File: src/rtl/stream_demux_1xn_if.sv
// Stream bundle between one producer and N consumer channels of stream_demux_1xn.
// The slave modport is the demux; the master modport is the producer/consumer side.
interface stream_demux_1xn_if #(
  parameter int WIDTH = 8,
  parameter int N     = 4,
  parameter int SELW  = $clog2(N)
);
  logic [WIDTH-1:0]   in_data;
  logic [SELW-1:0]    in_sel;
  logic               in_bcast;
  logic               in_valid;
  logic               in_ready;
  logic [N*WIDTH-1:0] out_data;
  logic [N-1:0]       out_valid;
  logic [N-1:0]       out_ready;

  modport master (
    output in_data, in_sel, in_bcast, in_valid, out_ready,
    input  in_ready, out_data, out_valid
  );

  modport slave (
    input  in_data, in_sel, in_bcast, in_valid, out_ready,
    output in_ready, out_data, out_valid
  );
endinterface

File: src/rtl/stream_demux_1xn.sv
// Registered 1-to-N stream demux: holds one beat, delivers it to one or all
// channels with independent per-channel handshakes, and counts dropped beats.
module stream_demux_1xn #(
  parameter int WIDTH = 8,
  parameter int N     = 4,
  parameter int SELW  = $clog2(N),
  parameter int CNTW  = 8
) (
  input  logic            clk,
  input  logic            rst,
  stream_demux_1xn_if.slave bus,
  output logic            drop_pulse,
  output logic [CNTW-1:0] drop_cnt
);

  typedef enum logic {EMPTY, FULL} state_t;

  state_t           state_reg, state_next;
  logic [N-1:0]     pending_reg, pending_next;
  logic [WIDTH-1:0] data_reg, data_next;
  logic             drop_pulse_reg, drop_pulse_next;
  logic [CNTW-1:0]  drop_cnt_reg, drop_cnt_next;
  logic [N-1:0]     sel_onehot;
  logic             sel_in_range;

  // Selects >= N only exist when N is not a power of two.
  assign sel_in_range = (int'(bus.in_sel) < N);

  for (genvar gi = 0; gi < N; gi++) begin : g_chan
    assign sel_onehot[gi] = (bus.in_sel == SELW'(gi));
    assign bus.out_data[gi*WIDTH +: WIDTH] = data_reg;
  end

  assign bus.in_ready  = (state_reg == EMPTY) && !rst;
  assign bus.out_valid = (state_reg == FULL) ? pending_reg : '0;
  assign drop_pulse    = drop_pulse_reg;
  assign drop_cnt      = drop_cnt_reg;

  always_comb begin
    state_next      = state_reg;
    pending_next    = pending_reg;
    data_next       = data_reg;
    drop_pulse_next = 1'b0;
    drop_cnt_next   = drop_cnt_reg;
    case (state_reg)
      EMPTY: begin
        if (bus.in_valid) begin
          if (bus.in_bcast) begin
            data_next    = bus.in_data;
            pending_next = '1;
            state_next   = FULL;
          end else if (sel_in_range) begin
            data_next    = bus.in_data;
            pending_next = sel_onehot;
            state_next   = FULL;
          end else begin
            drop_pulse_next = 1'b1;
            if (drop_cnt_reg != '1) begin
              drop_cnt_next = drop_cnt_reg + CNTW'(1);
            end
          end
        end
      end
      FULL: begin
        // out_valid equals pending here, so masking with ready clears exactly the handshakes.
        pending_next = pending_reg & ~bus.out_ready;
        if (pending_next == '0) begin
          state_next = EMPTY;
        end
      end
      default: state_next = EMPTY;
    endcase
  end

  always_ff @(posedge clk) begin
    if (rst) begin
      state_reg      <= EMPTY;
      pending_reg    <= '0;
      data_reg       <= '0;
      drop_pulse_reg <= 1'b0;
      drop_cnt_reg   <= '0;
    end else begin
      state_reg      <= state_next;
      pending_reg    <= pending_next;
      data_reg       <= data_next;
      drop_pulse_reg <= drop_pulse_next;
      drop_cnt_reg   <= drop_cnt_next;
    end
  end

endmodule

File: src/flat_wrapper.sv
// flat-port wrapper written by rule: the top's interface ports become plain ports
module stream_demux_1xn_flat 
#(
  parameter int WIDTH = 8,
  parameter int N     = 4,
  parameter int SELW  = $clog2(N),
  parameter int CNTW  = 8
)
  (clk, rst, drop_pulse, drop_cnt, bus_in_data, bus_in_sel, bus_in_bcast, bus_in_valid, bus_out_ready, bus_in_ready, bus_out_data, bus_out_valid);
  stream_demux_1xn_if #(.WIDTH(WIDTH), .N(N), .SELW(SELW)) bus_i ();
  input  logic clk;
  input  logic rst;
  output logic drop_pulse;
  output logic [CNTW-1:0] drop_cnt;
  input wire logic [$bits(bus_i.in_data)-1:0] bus_in_data;
  input wire logic [$bits(bus_i.in_sel)-1:0] bus_in_sel;
  input wire logic [$bits(bus_i.in_bcast)-1:0] bus_in_bcast;
  input wire logic [$bits(bus_i.in_valid)-1:0] bus_in_valid;
  input wire logic [$bits(bus_i.out_ready)-1:0] bus_out_ready;
  output wire logic [$bits(bus_i.in_ready)-1:0] bus_in_ready;
  output wire logic [$bits(bus_i.out_data)-1:0] bus_out_data;
  output wire logic [$bits(bus_i.out_valid)-1:0] bus_out_valid;
  assign bus_i.in_data = bus_in_data;
  assign bus_i.in_sel = bus_in_sel;
  assign bus_i.in_bcast = bus_in_bcast;
  assign bus_i.in_valid = bus_in_valid;
  assign bus_i.out_ready = bus_out_ready;
  assign bus_in_ready = bus_i.in_ready;
  assign bus_out_data = bus_i.out_data;
  assign bus_out_valid = bus_i.out_valid;
  stream_demux_1xn #(.WIDTH(WIDTH), .N(N), .SELW(SELW), .CNTW(CNTW)) u_core (.clk(clk), .rst(rst), .bus(bus_i), .drop_pulse(drop_pulse), .drop_cnt(drop_cnt));
endmodule
File: config.mk
export PLATFORM = sky130hd
export DESIGN_NAME = stream_demux_1xn_flat
export DESIGN_NICKNAME = d
export VERILOG_FILES = /design/src/rtl/stream_demux_1xn_if.sv /design/src/rtl/stream_demux_1xn.sv /design/src/flat_wrapper.sv
export SDC_FILE = /design/constraint.sdc
export NUM_CORES = 1
export LEC_CHECK = 0
export CORE_MARGIN = 2
export CORE_UTILIZATION = 33
export CTS_CLUSTER_SIZE = 20
export DETAILED_ROUTE_END_ITERATION = 12
export GPL_ROUTABILITY_DRIVEN = 0
export PLACE_DENSITY = 0.84
export SLEW_MARGIN = 5
export SYNTH_ARGS = -nofsm -noshare
export SYNTH_HDL_FRONTEND = slang
export SYNTH_SLANG_ARGS = --single-unit
export TNS_END_PERCENT = 1
File: constraint.sdc
create_clock -name clk -period 1.4 [get_ports clk]
set_clock_uncertainty 0.05 [all_clocks]
set_input_delay 0.21 -clock clk [delete_from_list [all_inputs] [get_ports clk]]
set_output_delay 0.21 -clock clk [all_outputs]
set_load 0.01 [all_outputs]
==> summary.md, run 1 <==
| Metric | Value |
|---|---|
| Iteration-0 DRC count of the detailed router | 11 |
| Adder-Cell Fraction of Synth Area | 0 |
| Post-CTS Resized | between 40 and 50 |
| Post-Synth Simple-Gate Area | 0.217 |
| DR vias | approximately 750 |
| Ports | 64 |
| Setup Crit Path Kind | flip-flop to primary output |
| Sequential share of the synthesized area | 0.315 |
| Combinational power share | 0.303 |
| Final hold slack | 429 ps |
| Worst-Skew Late Latency | 270 ps |
| Synth Cell Area | approximately 830 µm² |
| Commonest cells after routing, fill and taps aside | dlygate4sd2_1, nand2_1, clkdlybuf4s50_1 |
| Period minus WS final | between 1000 and 1500 ps |
| Area grow syn2layout | 43.3% |
| Pwr dens | between 700 and 800 mW/mm² |
| Synth warn | 0 |
| Max Root-Sink Buffers | 2 |
| Total number of H-tree levels | 1 |
| Die ar. | a little under 0.003 mm² |
| First-pass GRT wire length | approximately 2.6 mm |
| WP data required | 1140 ps |
| Main combinational cell family by area after synthesis | buffers and inverters |
| Fmax | ~0.75 GHz |
| Startpoint Class | flip-flop |
| Sw Pwr | around 0.27 mW |
| Slew Viols, Final | 0 |
| Clock share of power | 0.239 |
| Postcts setup bufs | 0 |
| Number of I/O port buffers | 54 |
| Endpoints failing setup | 0 |
| IR Drop Worst-Case VDD | between 0.3 and 0.4 mV |
| Layout cell share with drive strength beyond 1 | 0.106 |
| Initial core utilization | 0.340 |
| Final wirelength | 1.75 mm |
| Outcome | finished, final reports clean |
| Hold_buf cts | 0 |
| Largest net degree at the start of global routing | 14 |
| Synth Area in Compound Gates | 0.117 |
| Nets | between 150 and 200 |
| Grt ovf | 0 |
| Fin Setup TNS | 0 ps |
| 1st-pass router iterations | 4 |
| Core Region | about 0.0024 mm² |
| Synthesis-stage register bit count | 13 |
| Average cell area after synthesis | ~7.7 µm² |
| Placement Rows | 18 |
| Vias per cell | around 4.4 |
| Filler cells | about 250 |
| Number of max-cap violations | 0 |
| Initial antenna violation count | 0 |
| GR Util All Layers | 0.126 |
| Clk pin slew, worst setup/hold paths | about 70 ps |
| Vias in the first global route | between 600 and 700 |
| CTS Buf Count | 3 |
| CTS tree | done |
| Largest register FFs | 8 |
| Kind of end point of the critical path | primary output |
| CTS Sinks | 13 |
| Utilization after layout | 0.487 |
| Final Hold Viols | 0 |
| Commonest non-fill, non-tap cell in the layout | dlygate4sd2_1 |
| DRC | 0 |
| RSZ-0062 raised after global routing | false |
| Sequential power share | 0.458 |
| Die height | approximately 54 µm |
| HPWL after detailed placement | ~1.4 mm |
| Cell Int Power | approximately 0.66 mW |
| WL/cell | 10.2 µm |
| Root Buffer | clkbuf_4 |
| LEAKAGE | 0.626 nW |
| CP max FO | 9 |
| Fin cells | approximately 170 |
| Mux cell area share after synthesis | 0 |
| Placed inst area | 0.00120 mm² |
| Crit share post-route | 0.951 |
| Cell area after layout | about 0.0012 mm² |
| Post-Syn Instances | between 100 and 150 |
| Xor and xnor area share after synthesis | 0 |
| Dpl cells | ~170 |
| WP data arrival | 1070 ps |
| Hold/Removal Path Class | input pin to flip-flop |
| Net Sw Frac | 0.290 |
| Final ANT Viol Nets | 0 |
| Antenna Cells | 0 |
| Yosys cell types | 19 |
| Die X | around 54 µm |
==> path summary, 6_finish.rpt <==
kind	start	cells after the start	slack (ps)	to
worst max-delay path	u_core.state_reg	2	70	bus_out_valid[0]
worst min-delay path	bus_in_data[7]	3	430	u_core.data_reg[7]
worst max register to register	u_core.state_reg	5	220	u_core.pending_reg[3]
worst min register to register	u_core.data_reg[7]	2	430	u_core.data_reg[7]
==> routing by layer <==
metal	up-vias	global-route usage	part of all wire
met3	2	0.0417	0.14
met1	331	0.113	0.36
met2	46	0.236	0.49
met5	-	0	0
met4	0	0.0875	0.013
li1	370	-	-
==> cell families (layout without fill, tap and decap cells) <==
group,Yosys count,after routing
buffers and inverters,40,66
AND/OR/NAND/NOR,38,38
AO/OA/AOI/OAI,15,15
flip-flops,13,13
other,1,9
==> worst max-delay path, stage by stage, from the launching register on <==
cell	delay [ps]
dfxtp_4	370
and2_1	160
dlygate4sd2_1	270
==> cell type report <==
cell class                 instances  area [µm²]  area share
clock buffer                       4        26.3      0.0222
inverter                           3        11.3     0.00951
multi-input combinational         62         309       0.261
sequential                        13         268       0.226
tap                               30        37.5      0.0317
timing repair buffer              59         532       0.449
==> cells in the mapped netlist <==
| master | instances | area, µm² |
|---|---|---|
| nand2b_4 | 1 | 13.8 |
| clkbuf_1 | 1 | 3.75 |
| a21oi_1 | 9 | 45.0 |
| dfxtp_1 | 13 | 260 |
| and2b_1 | 1 | 7.51 |
| conb_1 | 1 | 3.75 |
| nand2_1 | 21 | 78.8 |
| and2_1 | 4 | 25.0 |
| nor2b_1 | 2 | 12.5 |
| a311oi_1 | 1 | 8.76 |
| a211oi_1 | 2 | 15.0 |
| a21oi_2 | 2 | 17.5 |
| nor2_1 | 3 | 11.3 |
| nor3_1 | 6 | 30.0 |
| inv_1 | 3 | 11.3 |
| buf_4 | 34 | 255 |
| buf_6 | 1 | 11.3 |
| a222oi_1 | 1 | 10.0 |
| buf_2 | 1 | 5.00 |
==> power groups by stage <==
stage	clock network (mW)	logic, mW	registers [mW]
2_1_floorplan	0	0.202	0.436
3_5_place_dp	0	0.330	0.437
6_report	0.223	0.282	0.426
3_3_place_gp	0	0.324	0.433
4_1_cts	0.237	0.286	0.427
5_1_grt	0.257	0.312	0.432
==> stage by stage <==
stage | setup slack [ps] | power [mW]
after floorplan | 420 | 0.638
after global placement | -182 | 0.758
after detailed placement | -161 | 0.766
after CTS | 49.7 | 0.950
after global routing | 23.6 | 1.00
final | 68.4 | 0.931
Power figures use the tool's default switching activity.
==> run 2: changes to the inputs <==
Settings changed: CAP_MARGIN set to 25.
==> results of run 2 <==
Final layout, timing and power as in run 1 (identical DEF).
